[config.mk]
export PLATFORM = sky130hd
export DESIGN_NAME = framebuffer_stream_responder
export DESIGN_NICKNAME = d
export VERILOG_FILES = /design/src/rtl/framebuffer_stream_responder.sv
export SDC_FILE = /design/constraint.sdc
export NUM_CORES = 1
export LEC_CHECK = 0
export CAP_MARGIN = 25
export CORE_ASPECT_RATIO = 1.25
export CORE_MARGIN = 5
export CORE_UTILIZATION = 38
export CTS_BUF_LIST = sky130_fd_sc_hd__clkbuf_2 sky130_fd_sc_hd__clkbuf_4 sky130_fd_sc_hd__clkbuf_8
export CTS_CLUSTER_DIAMETER = 120
export CTS_CLUSTER_SIZE = 24
export DETAILED_ROUTE_END_ITERATION = 10
export PLACE_DENSITY = 0.74
export SETUP_SLACK_MARGIN = 0.5
export SYNTH_ARGS = -nofsm -noshare
export SYNTH_HDL_FRONTEND = slang
export SYNTH_SLANG_ARGS = --single-unit
[constraint.sdc]
create_clock -name aclk -period 3.7 [get_ports aclk]
set_clock_uncertainty 0.1 [all_clocks]
set_input_delay 0.555 -clock aclk [delete_from_list [all_inputs] [get_ports aclk]]
set_output_delay 0.555 -clock aclk [all_outputs]
set_load 0.02 [all_outputs]
[src/rtl/framebuffer_stream_responder.sv]
// Memory-side responder for the framebuffer stream/address interface.
// Accepts one request at a time. Writes pass the incoming AXIS stream straight
// through to the memory write port; reads issue credit-limited word reads,
// buffer the responses in a small FIFO and stream them out as AXIS.
//
// Ports:
//   aclk, resetn                      clock, async active-low reset
//   s_avalid/s_aready/s_aaddr/s_abeats/s_arnw   request channel
//   s_axis_*                          write-data stream (in)
//   m_axis_*                          read-data stream (out)
//   mem_w*                            memory write port
//   mem_ar*, mem_rvalid/mem_rdata     memory read request / response
//   busy                              not IDLE
//   err_last                          sticky tlast/beat-count disagreement
module framebuffer_stream_responder #(
    parameter int unsigned STREAM_WIDTH  = 32,
    parameter int unsigned ADDR_WIDTH    = 32,
    parameter int unsigned FIFO_DEPTH_LG = 2
) (
    input  logic                      aclk,
    input  logic                      resetn,

    input  logic                      s_avalid,
    output logic                      s_aready,
    input  logic [ADDR_WIDTH-1:0]     s_aaddr,
    input  logic [ADDR_WIDTH-1:0]     s_abeats,
    input  logic                      s_arnw,

    input  logic                      s_axis_tvalid,
    output logic                      s_axis_tready,
    input  logic                      s_axis_tlast,
    input  logic [STREAM_WIDTH-1:0]   s_axis_tdata,
    input  logic [STREAM_WIDTH/8-1:0] s_axis_tstrb,

    output logic                      m_axis_tvalid,
    input  logic                      m_axis_tready,
    output logic                      m_axis_tlast,
    output logic [STREAM_WIDTH-1:0]   m_axis_tdata,

    output logic                      mem_wvalid,
    input  logic                      mem_wready,
    output logic [ADDR_WIDTH-1:0]     mem_waddr,
    output logic [STREAM_WIDTH-1:0]   mem_wdata,
    output logic [STREAM_WIDTH/8-1:0] mem_wstrb,

    output logic                      mem_arvalid,
    input  logic                      mem_arready,
    output logic [ADDR_WIDTH-1:0]     mem_araddr,
    input  logic                      mem_rvalid,
    input  logic [STREAM_WIDTH-1:0]   mem_rdata,

    output logic                      busy,
    output logic                      err_last
);

    localparam int unsigned BYTES    = STREAM_WIDTH / 8;
    localparam int unsigned DEPTH    = 1 << FIFO_DEPTH_LG;
    localparam int unsigned CNT_W    = FIFO_DEPTH_LG + 1;
    localparam int unsigned CREDIT_W = CNT_W + 1;

    typedef enum logic [1:0] {
        IDLE  = 2'd0,
        WRITE = 2'd1,
        READ  = 2'd2
    } state_t;

    state_t state;
    state_t state_next;

    logic [ADDR_WIDTH-1:0]    addr;
    logic [ADDR_WIDTH-1:0]    req_remaining;   // write beats left, or read requests left
    logic [ADDR_WIDTH-1:0]    pop_remaining;   // read beats still to deliver on m_axis
    logic [CNT_W-1:0]         outstanding;
    logic [CNT_W-1:0]         fifo_count;
    logic [FIFO_DEPTH_LG-1:0] wr_ptr;
    logic [FIFO_DEPTH_LG-1:0] rd_ptr;
    logic [STREAM_WIDTH-1:0]  fifo_mem [DEPTH];

    logic a_hs;
    logic w_hs;
    logic ar_hs;
    logic push;
    logic pop;
    logic credit_ok;

    assign a_hs  = s_avalid && s_aready;
    assign w_hs  = (state == WRITE) && s_axis_tvalid && mem_wready;
    assign ar_hs = mem_arvalid && mem_arready;
    // Responses outside READ belong to an aborted transfer and are dropped.
    assign push  = (state == READ) && mem_rvalid;
    assign pop   = m_axis_tvalid && m_axis_tready;

    // Reads in flight plus buffered words may never exceed the FIFO depth.
    assign credit_ok = (CREDIT_W'(outstanding) + CREDIT_W'(fifo_count)) < CREDIT_W'(DEPTH);

    assign mem_waddr  = addr;
    assign mem_araddr = addr;

    // State register
    always_ff @(posedge aclk or negedge resetn) begin
        if (!resetn) begin
            state <= IDLE;
        end else begin
            state <= state_next;
        end
    end

    // Next state and per-state outputs
    always_comb begin
        state_next    = state;
        s_aready      = 1'b0;
        busy          = 1'b1;
        s_axis_tready = 1'b0;
        mem_wvalid    = 1'b0;
        mem_wdata     = '0;
        mem_wstrb     = '0;
        mem_arvalid   = 1'b0;
        m_axis_tvalid = 1'b0;
        m_axis_tdata  = '0;
        m_axis_tlast  = 1'b0;
        case (state)
            IDLE: begin
                s_aready = 1'b1;
                busy     = 1'b0;
                if (s_avalid && (s_abeats != '0)) begin
                    state_next = s_arnw ? READ : WRITE;
                end
            end
            WRITE: begin
                mem_wvalid    = s_axis_tvalid;
                s_axis_tready = mem_wready;
                mem_wdata     = s_axis_tdata;
                mem_wstrb     = s_axis_tstrb;
                if (s_axis_tvalid && mem_wready && (req_remaining == ADDR_WIDTH'(1))) begin
                    state_next = IDLE;
                end
            end
            READ: begin
                mem_arvalid   = (req_remaining != '0) && credit_ok;
                m_axis_tvalid = (fifo_count != '0);
                m_axis_tdata  = (fifo_count != '0) ? fifo_mem[rd_ptr] : '0;
                m_axis_tlast  = (pop_remaining == ADDR_WIDTH'(1));
                if ((fifo_count != '0) && m_axis_tready && (pop_remaining == ADDR_WIDTH'(1))) begin
                    state_next = IDLE;
                end
            end
            default: begin
                state_next = IDLE;
            end
        endcase
    end

    // Address, counters, FIFO pointers and error flag
    always_ff @(posedge aclk or negedge resetn) begin
        if (!resetn) begin
            addr          <= '0;
            req_remaining <= '0;
            pop_remaining <= '0;
            outstanding   <= '0;
            fifo_count    <= '0;
            wr_ptr        <= '0;
            rd_ptr        <= '0;
            err_last      <= 1'b0;
        end else begin
            if (a_hs) begin
                addr          <= s_aaddr;
                req_remaining <= s_abeats;
                pop_remaining <= s_abeats;
            end
            if (w_hs || ar_hs) begin
                addr          <= addr + ADDR_WIDTH'(BYTES);
                req_remaining <= req_remaining - ADDR_WIDTH'(1);
            end
            // Termination is count-based; a misplaced tlast only flags.
            if (w_hs && (s_axis_tlast != (req_remaining == ADDR_WIDTH'(1)))) begin
                err_last <= 1'b1;
            end
            case ({ar_hs, push})
                2'b10:   outstanding <= outstanding + CNT_W'(1);
                2'b01:   outstanding <= outstanding - CNT_W'(1);
                default: outstanding <= outstanding;
            endcase
            case ({push, pop})
                2'b10:   fifo_count <= fifo_count + CNT_W'(1);
                2'b01:   fifo_count <= fifo_count - CNT_W'(1);
                default: fifo_count <= fifo_count;
            endcase
            if (push) begin
                wr_ptr <= wr_ptr + FIFO_DEPTH_LG'(1);
            end
            if (pop) begin
                rd_ptr        <= rd_ptr + FIFO_DEPTH_LG'(1);
                pop_remaining <= pop_remaining - ADDR_WIDTH'(1);
            end
        end
    end

    // Read FIFO storage; contents are only observed through the counted head
    always_ff @(posedge aclk) begin
        if (push) begin
            fifo_mem[wr_ptr] <= mem_rdata;
        end
    end

endmodule

==> impl_metrics.py, run 1 <==
metrics = {
    "finish": {
        "area_growth_pct": 30.3,
        "diodes": 0,
        "fin_nets": 1413,
        "design_area_um2": 15300,
        "drive_above_1_share_pct": 9.83,
        "final_cells": 1669,
    },
    "timing": {
        "fin_hold_ws_ps": -3.07,
        "worstMarginPinSlew_ps": 793,
        "setup_viol": 0,
        "fin_crit_sh_pct": 89.7,
        "clock.fmax_ghz": 0.301,
        "fin_setup_tns_ps": 0,
        "hold_viol": 2,
        "layout_min_cycle_time_ps": 3320,
        "slew_violations": 0,
        "slew-limit-headroom_pct": 47.1,
        "rsz0062_at_grt": "yes",
    },
    "floorplan": {
        "rows": 72,
        "design.core.area_um2": 30700,
        "initial_core_util_pct": 38.3,
        "dieHeight_um": 207,
        "die_area_um2": 34600,
        "io-pin-count": 282,
        "die_x_um": 167,
    },
    "hold_path": {
        "hold_path_class": "in2async",
    },
    "critical_path": {
        "crit_top_cell": "or4_4",
        "end_kind": "primary output",
        "crit_fanout": 4,
        "crit_arrival_ps": 2670,
        "max_stage_delay_ps": 540,
        "path_cells": "or4_4, or4_4, nor2_4, nand4_1, nor3b_2, buf_4",
        "worst_path_max_delay_cell": "or4_4",
        "crit_required_ps": 3040,
        "r2r_slack_ps": 820,
        "r2r-start": "pop_remaining[4]",
        "rr_endpoint": "pop_remaining[22]",
        "reg2reg_depth": 5,
        "cp-start-kind": "register",
        "path_class": "reg2out",
    },
    "clock_tree": {
        "h-tree-depth": 1,
        "cts_num_sinks": 237,
        "cts_tree": "yes",
        "cts_inserted_buffers": 13,
        "clock_latency_ps": 520,
        "cts_max_path_buffers": 3,
        "path_clk_slew_ps": 150,
        "cts_root_buf": "clkbuf_8",
    },
    "synthesis": {
        "synth_fa_ha_area_share_pct": 1.72,
        "synth.top_cells.by_area": "edfxtp_1 (33%), dfrtp_1 (23%), mux4_2 (6.1%), nand2_1 (3.0%), o211ai_1 (2.4%)",
        "netlist_area_um2": 11800,
        "async_reset_ff_share_pct": 46.0,
        "synthSimpleGateAreaFrac_pct": 18.3,
        "synthMuxAreaShare_pct": 6.22,
        "synth_nets": 1166,
        "synth_compound_gate_area_share_pct": 12.6,
        "synth_top_family_by_area": "simple AND/OR/NAND/NOR gates",
        "syn_area_per_cell_um2": 11.6,
        "synth_top_cell_by_area": "edfxtp_1",
        "synth_xor_area_share_pct": 0.745,
        "synth.most_common_cell": "edfxtp_1",
        "yosys_most_used_dff": "edfxtp_1",
        "ys_seq_elements": 237,
        "netlist_instances": 1009,
        "yosys.cell_types.count": 61,
        "synth_edf_count": 128,
        "synthTopCellsByCount": "edfxtp_1 (128), dfrtp_1 (109), nand2_1 (93), nand3_1 (53), nor2_1 (46)",
        "synth_top_area_share_pct": 32.7,
        "synth_warnings": 0,
        "ys_seq_area_share_pct": 55.9,
    },
    "routing": {
        "wl_um": 33500,
        "avgViaCountPerCell": 5.63,
        "drc": 0,
        "first_pass_iters": 5,
        "antenna_left": 0,
        "wire_per_inst_um": 20.1,
        "vias": 9394,
        "first_iter_violations": 672,
    },
    "power": {
        "p_leak_nw": 5.63,
        "p_comb_share_pct": 50.2,
        "intPower_mw": 6.63,
        "p_clk_share_pct": 10.5,
        "peakVddDrop_uv": 420,
        "netSwitchingFraction_pct": 41.2,
        "power.density_nw_per_um2": 737,
        "p_switching_mw": 4.64,
        "p_seq_share_pct": 39.3,
    },
    "run_status": {
        "violations": "negative hold slack",
        "status": "finished with violations",
    },
    "flow_run": {
        "max_cap_violations": 0,
    },
    "global_route": {
        "grt_overflow_total": 0,
        "grt_pass1_wl_um": 52400,
        "antenna_found_initial": 0,
        "grt_max_degree": 62,
        "grt_usage_pct": 18.6,
        "grt_pass1_vias": 9646,
    },
    "placement": {
        "gp_congestion": 0.892,
        "placed_cells": 1639,
        "port_buffers": 281,
        "post_dp_cell_area_um2": 14900,
        "dp_hpwl_um": 23600,
    },
}
## worst max-delay path: cells and delay by family, from the launching register on
| family | cells | cell delay [ps] |
|---|---|---|
| simple gates | 5 | 1570 |
| flops | 1 | 410 |
| buf+inv | 1 | 160 |
## power groups by stage
stage,Clock (mW),Sequential [mW],Combinational (mW)
after CTS,1.22,4.39,5.70
after global routing,1.32,4.55,6.14
after global placement,0,4.38,5.58
after floorplan,0,4.39,3.44
final,1.18,4.43,5.67
after detailed placement,0,4.43,5.66
## area by class of cell
type,count,area [um^2]
well taps,407,509
clock buffers,20,231
inverters,28,105
repair buffers,312,3120
clock inverters,1,5.00
flip-flops and latches,237,6580
fillers,2722,15400
multi-input cells,664,4760
## through the flow
stage | utilization, % | hold slack [ps] | total power [mW] | worst slack, ps
after floorplan | - | 159 | 7.83 | 812
after global placement | 48.5 | 367 | 9.96 | 356
after detailed placement | 48.5 | 358 | 10.1 | 339
after CTS | 49.6 | 15.3 | 11.3 | 333
after global routing | 49.8 | 39.7 | 12.0 | 292
final | 49.8 | -3.07 | 11.3 | 380
## state kept, by name, indices dropped and copies added, names as in the netlist
name and count:
pop_remaining 32, state 2, req_remaining 32, wr_ptr 2
outstanding 3, err_last 1, fifo_count 3, fifo_mem 128
rd_ptr 2, mem_araddr 32
## timing repair
action,4_1_cts,5_1_grt
endpoints found under the setup margin,34,15
resized for setup,36,19
cloned,1,0
buffers inserted,5,3
pin swaps,3,5
hold buffers,0,0
## per-layer routing
| metal | wire length, um | vias to the layer above | global-route usage (%) |
|---|---|---|---|
| li1 | - | 4326 | - |
| met1 | 13700 | 4635 | 23.9 |
| met2 | 16600 | 373 | 32.4 |
| met3 | 2120 | 60 | 3.49 |
| met4 | 1010 | 0 | 5.28 |
| met5 | 0 | - | 0 |
## logic make-up after synthesis
kind of cell,count (synthesis)
compound gates,201
xor+xnor,10
fa+ha+maj,15
buf+inv,108
flops,237
mux,33
simple gates,405
## cell usage in the layout, fill, tap and decap left out, types with 6 or more instances in the layout
cell             count
clkdlybuf4s50_1    248
edfxtp_1           128
dfrtp_1            106
nand2_1             92
nand3_1             53
nor2_1              45
and2_1              40
o211ai_1            38
nor2b_1             34
mux4_2              32
o311ai_0            32
inv_1               28
o21ai_0             28
buf_4               27
or3_1               25
nor3_1              23
a21oi_1             22
nand4_1             21
dlygate4sd2_1       20
and3_1              15
nor4_1              13
a211oi_1            13
ha_1                13
clkbuf_8            13
dlymetal6s2s_1      11
a221o_1              9
a22oi_1              9
or4_1                9
a31oi_1              7
clkbuf_4             7
or4_4                6
a311oi_1             6
## how the worst max path moves through the flow
stage                                  from            to  slack [ps]  cells past startpoint
after global placement    pop_remaining[16]  m_axis_tlast         360                      6
final                     pop_remaining[16]  m_axis_tlast         380                      6
after CTS                 pop_remaining[16]  m_axis_tlast         330                      6
after floorplan           pop_remaining[16]  m_axis_tlast         810                      5
after global routing      pop_remaining[16]  m_axis_tlast         290                      6
after detailed placement  pop_remaining[16]  m_axis_tlast         340                      6
No activity file was read; power rests on OpenSTA's default activity.
==> run 2: changes to the inputs <==
--- a/config.mk
+++ b/config.mk
@@ -13,8 +13,9 @@
 export CTS_CLUSTER_DIAMETER = 120
 export CTS_CLUSTER_SIZE = 24
 export DETAILED_ROUTE_END_ITERATION = 10
-export PLACE_DENSITY = 0.74
+export PLACE_DENSITY = 0.73
 export SETUP_SLACK_MARGIN = 0.5
+export SLEW_MARGIN = 20
 export SYNTH_ARGS = -nofsm -noshare
 export SYNTH_HDL_FRONTEND = slang
 export SYNTH_SLANG_ARGS = --single-unit
==> run 2 against run 1 <==
The run now ends clean. Combinational power grew 0.9%. First-iteration DRC count shrank 3.1%. Final cell count grew 0.24%. Power grew 0.39%. Highest routed layer is now met5. Critical path depth is the same. Sequential share of layout area shrank 0.081 points. Routed wire length shrank 0.67%.
==> impl_metrics.py, run 2 (synthesized netlist as in run 1, its figures left out) <==
metrics = {
    "run_status": {
        "status": "finished clean",
    },
    "clock_tree": {
        "clock_latency_ps": 530,
        "cts_max_path_buffers": 3,
        "h-tree-depth": 1,
        "cts_root_buf": "clkbuf_8",
        "cts_inserted_buffers": 13,
        "path_clk_slew_ps": 150,
        "cts_num_sinks": 237,
        "cts_tree": "yes",
    },
    "critical_path": {
        "reg2reg_depth": 5,
        "crit_top_cell": "or4_4",
        "cp-start-kind": "register",
        "end_kind": "primary output",
        "r2r-start": "pop_remaining[4]",
        "worst_path_max_delay_cell": "or4_4",
        "crit_required_ps": 3040,
        "crit_fanout": 4,
        "crit_arrival_ps": 2700,
        "path_cells": "or4_4, or4_4, nor2_4, nand4_1, nor3b_2, buf_4",
        "r2r_slack_ps": 790,
        "max_stage_delay_ps": 550,
        "rr_endpoint": "pop_remaining[22]",
        "path_class": "reg2out",
    },
    "power": {
        "power.density_nw_per_um2": 738,
        "p_comb_share_pct": 50.5,
        "p_switching_mw": 4.63,
        "p_leak_nw": 5.72,
        "intPower_mw": 6.69,
        "peakVddDrop_uv": 438,
        "p_clk_share_pct": 10.6,
        "p_total_mw": 11.3,
        "p_seq_share_pct": 38.8,
        "netSwitchingFraction_pct": 40.9,
    },
    "floorplan": {
        "initial_core_util_pct": 38.3,
        "io-pin-count": 282,
        "die_x_um": 167,
        "dieHeight_um": 207,
        "die_area_um2": 34600,
        "design.core.area_um2": 30700,
        "rows": 72,
    },
    "timing": {
        "rsz0062_at_grt": "yes",
        "fin_hold_ws_ps": 388,
        "fin_crit_sh_pct": 90.7,
        "worstMarginPinSlew_ps": 640,
        "setup_ws_ps": 343,
        "fin_setup_tns_ps": 0,
        "hold_viol": 0,
        "setup_viol": 0,
        "slew_violations": 0,
        "slew-limit-headroom_pct": 57.3,
        "clock.fmax_ghz": 0.298,
        "layout_min_cycle_time_ps": 3360,
    },
    "routing": {
        "first_pass_iters": 6,
        "first_iter_violations": 651,
        "wire_per_inst_um": 19.9,
        "avgViaCountPerCell": 5.64,
        "antenna_left": 0,
        "drc": 0,
        "wl_um": 33300,
        "vias": 9434,
    },
    "placement": {
        "place_ws_ps": 360,
        "port_buffers": 281,
        "post_dp_cell_area_um2": 14900,
        "gp_congestion": 0.902,
        "dp_hpwl_um": 23400,
        "placed_cells": 1642,
    },
    "finish": {
        "final_cells": 1673,
        "fin_nets": 1416,
        "top_register": "fifo_mem",
        "drive_above_1_share_pct": 9.72,
        "final_util_pct": 50.0,
        "largest_reg_flops": 128,
        "area_growth_pct": 30.6,
        "design_area_um2": 15300,
        "layout_common_cells": "clkdlybuf4s50_1 (254), edfxtp_1 (128), dfrtp_1 (105)",
        "layout_commonest_cell": "clkdlybuf4s50_1",
    },
    "hold_path": {
        "min-delay-start": "rd_ptr[1]",
        "holdPathEnd": "rd_ptr[1]",
        "hold_path_depth": 1,
        "hold_path_class": "reg2reg",
    },
    "flow_run": {
        "max_cap_violations": 0,
    },
    "global_route": {
        "grt_pass1_vias": 9337,
        "antenna_found_initial": 1,
        "grt_usage_pct": 18.1,
        "grt_pass1_wl_um": 51500,
        "grt_overflow_total": 0,
        "grt_max_degree": 71,
    },
}
## run 2: cell count changes in the layout (fill, tap and decap cells not counted), sizes merged
cell and change:
buf +2, clkdlybuf4s50 +6, bufbuf -1, nor2b +1, clkinv -1, dlygate4sd2 -16, clkinvlp +1, dlymetal6s2s +10
dlygate4sd3 +1, diode +1
## run 2: worst max path at each step
stage                           start            to  slack [ps]
floorplan           pop_remaining[16]  m_axis_tlast         810
global placement    pop_remaining[16]  m_axis_tlast         310
detailed placement  pop_remaining[16]  m_axis_tlast         360
CTS                 pop_remaining[16]  m_axis_tlast         310
global route        pop_remaining[16]  m_axis_tlast         190
finish              pop_remaining[16]  m_axis_tlast         340
## run 2: layout make-up
cell class / instances / area, um^2
clock inverters: 1 / 7.51
diodes: 1 / 2.50
well taps: 407 / 509
fillers: 2752 / 15400
clock buffers: 20 / 238
multi-input cells: 665 / 4740
inverters: 28 / 105
repair buffers: 314 / 3170
flip-flops and latches: 237 / 6580
## run 2: timing repair
item,in CTS,in global routing
endpoints found under the hold margin,43,0
buffers inserted,6,1
pin swaps,3,2
resized for setup,18,28
setup endpoints to repair,50,32
hold buffers,1,0
gates cloned,1,0
## run 2: routing by layer
| layer | vias up | global-route usage (%) | routed length, um |
|---|---|---|---|
| met5 | - | 0 | 15 |
| met4 | 2 | 4.52 | 687 |
| met3 | 45 | 3.41 | 2210 |
| met2 | 376 | 31.0 | 16400 |
| met1 | 4659 | 24.1 | 14000 |
| li1 | 4352 | - | - |
## run 2: critical path, delay by kind of cell (launching register included)
family	cells	cell delay, ps
AND/OR/NAND/NOR	5	1600
buffers and inverters	1	160
flip-flops	1	410
## run 2: power by group through the flow
| stage | combinational [mW] | clock, mW | sequential (mW) |
|---|---|---|---|
| global route | 6.18 | 1.33 | 4.51 |
| floorplan | 3.44 | 0 | 4.39 |
| detailed placement | 5.69 | 0 | 4.44 |
| global placement | 5.58 | 0 | 4.40 |
| CTS | 5.79 | 1.25 | 4.38 |
| finish | 5.72 | 1.21 | 4.40 |
==> run 3: changes to the inputs <==
--- a/config.mk
+++ b/config.mk
@@ -8,12 +8,12 @@
 export CAP_MARGIN = 25
 export CORE_ASPECT_RATIO = 1.25
 export CORE_MARGIN = 5
-export CORE_UTILIZATION = 38
+export CORE_UTILIZATION = 52
 export CTS_BUF_LIST = sky130_fd_sc_hd__clkbuf_2 sky130_fd_sc_hd__clkbuf_4 sky130_fd_sc_hd__clkbuf_8
 export CTS_CLUSTER_DIAMETER = 120
 export CTS_CLUSTER_SIZE = 24
 export DETAILED_ROUTE_END_ITERATION = 10
-export PLACE_DENSITY = 0.73
+export PLACE_DENSITY = 0.92
 export SETUP_SLACK_MARGIN = 0.5
 export SLEW_MARGIN = 20
 export SYNTH_ARGS = -nofsm -noshare
==> run 3 against run 2 <==
Clock-buffer cell count unchanged. Global-route usage increased by 6.7 points. Sequential share of layout area increased by 0.59 points. Die area decreased by 26%. First-iteration DRC count increased by 5.5%. Combinational power decreased by 1%. Highest routed layer is now met4. Power decreased by 0.63%.
==> impl_metrics.py, run 3 (synthesized netlist as in run 1, its figures left out) <==
metrics = {
    "run_status": {
        "status": "finished clean",
    },
    "floorplan": {
        "die_area_um2": 25700,
        "design.core.area_um2": 22300,
        "die_x_um": 144,
        "rows": 61,
        "io-pin-count": 282,
        "initial_core_util_pct": 52.7,
        "dieHeight_um": 178,
    },
    "routing": {
        "wire_per_inst_um": 21.3,
        "vias": 9627,
        "antenna_left": 0,
        "first_pass_iters": 5,
        "first_iter_violations": 687,
        "avgViaCountPerCell": 6.24,
        "drc": 0,
        "wl_um": 32800,
    },
    "clock_tree": {
        "path_clk_slew_ps": 160,
        "cts_inserted_buffers": 13,
        "cts_root_buf": "clkbuf_8",
        "h-tree-depth": 1,
        "cts_tree": "yes",
        "cts_num_sinks": 237,
        "cts_max_path_buffers": 3,
        "clock_latency_ps": 530,
    },
    "placement": {
        "post_dp_cell_area_um2": 14700,
        "port_buffers": 281,
        "dp_hpwl_um": 23400,
        "gp_congestion": 0.916,
    },
    "global_route": {
        "grt_pass1_wl_um": 51100,
        "grt_pass1_vias": 9699,
        "grt_overflow_total": 0,
        "grt_usage_pct": 24.8,
        "grt_max_degree": 77,
        "antenna_found_initial": 0,
    },
    "critical_path": {
        "crit_arrival_ps": 2650,
        "cp-start-kind": "register",
        "crit_top_cell": "or4_4",
        "max_stage_delay_ps": 550,
        "path_class": "reg2out",
        "worst_path_max_delay_cell": "or4_4",
        "crit_fanout": 4,
        "path_cells": "or4_4, or4_4, nor2_4, nand4_1, nor3b_2, buf_4",
        "crit_required_ps": 3040,
        "end_kind": "primary output",
    },
    "power": {
        "intPower_mw": 6.61,
        "netSwitchingFraction_pct": 41.2,
        "p_total_mw": 11.3,
        "p_seq_share_pct": 39.2,
        "p_comb_share_pct": 50.3,
        "p_clk_share_pct": 10.5,
        "power.density_nw_per_um2": 743,
        "p_leak_nw": 5.76,
        "p_switching_mw": 4.64,
        "peakVddDrop_uv": 501,
    },
    "finish": {
        "drive_above_1_share_pct": 9.45,
        "fin_nets": 1410,
        "area_growth_pct": 28.8,
        "final_util_pct": 67.9,
        "largest_reg_flops": 128,
        "design_area_um2": 15100,
        "diodes": 0,
        "layout_commonest_cell": "clkdlybuf4s50_1",
        "seqCellArea_um2": 6580,
        "top_register": "fifo_mem",
        "nFillCells": 1596,
        "layout_common_cells": "clkdlybuf4s50_1 (250), edfxtp_1 (128), dfrtp_1 (106)",
        "multi_input_area_um2": 4740,
    },
    "timing": {
        "clock.fmax_ghz": 0.303,
        "fin_setup_tns_ps": 0,
        "fin_crit_sh_pct": 89.2,
        "slew-limit-headroom_pct": 49.1,
        "hold_viol": 0,
        "worstMarginPinSlew_ps": 758,
        "slew_violations": 0,
        "setup_viol": 0,
        "fin_hold_ws_ps": 396,
        "layout_min_cycle_time_ps": 3300,
        "rsz0062_at_grt": "yes",
    },
    "flow_run": {
        "max_cap_violations": 0,
    },
    "hold_path": {
        "hold_path_class": "in2async",
    },
}
## run 3: cell types whose count changed in the layout (fill, tap and decap cells not counted), sizes merged
cell	delta
diode	-1
clkdlybuf4s50	-4
clkinv	+1
clkinvlp	-1
dlymetal6s2s	+6
nor2b	-1
dlygate4sd2	-2
buf	-5
## run 3: worst max-delay path: cells and delay by family, from the launching register on
| kind | cells | cell delay [ps] |
|---|---|---|
| and+or+nand+nor | 5 | 1530 |
| buffers and inverters | 1 | 160 |
| DFF | 1 | 430 |
## run 3: cell type report
| class | count | area share [%] |
|---|---|---|
| clock buffer | 20 | 1.53 |
| tap | 283 | 2.34 |
| multi-input combinational | 664 | 31.3 |
| timing repair buffer | 309 | 20.6 |
| sequential | 237 | 43.5 |
| inverter | 28 | 0.695 |
| clock inverter | 1 | 0.0331 |
## run 3: power by group through the flow
stage | registers, mW | logic (mW) | clock network, mW
6_report | 4.41 | 5.66 | 1.18
3_3_place_gp | 4.35 | 5.49 | 0
3_5_place_dp | 4.41 | 5.63 | 0
4_1_cts | 4.37 | 5.70 | 1.19
2_1_floorplan | 4.39 | 3.44 | 0
5_1_grt | 4.52 | 6.13 | 1.30
## run 3: repair_timing
action                                 CTS  global route
gates resized for setup                 17            34
pin swaps                                3             1
setup endpoints to repair               18            51
hold buffers                             1             0
endpoints found under the hold margin   33             0
buffers inserted                         4             0
## run 3: final timing paths
kind / from / depth (start not counted) / end / slack (ps)
hold / removal: resetn / 2 / pop_remaining[29] / 400
hold reg to reg: rd_ptr[1] / 1 / rd_ptr[1] / 400
setup reg to reg: fifo_count[1] / 8 / mem_araddr[18] / 750
max in group asynchronous: resetn / 3 / state[0] / 2310
min in group aclk: rd_ptr[1] / 1 / rd_ptr[1] / 400
setup / recovery: pop_remaining[16] / 6 / m_axis_tlast / 400
## run 3: metrics by stage
step / setup WS (ps) / instances
after global placement: 401 / 1516
final: 399 / 1542
after detailed placement: 376 / 1516
after CTS: 392 / 1542
after floorplan: 812 / 1009
after global routing: 323 / 1542
## run 3: per-layer routing
metal	vias up	routed length, um	global-route usage [%]
met2	506	16800	42.3
met1	4709	12200	32.1
met3	86	2710	4.48
met5	-	0	0
li1	4326	-	-
met4	0	1100	7.89
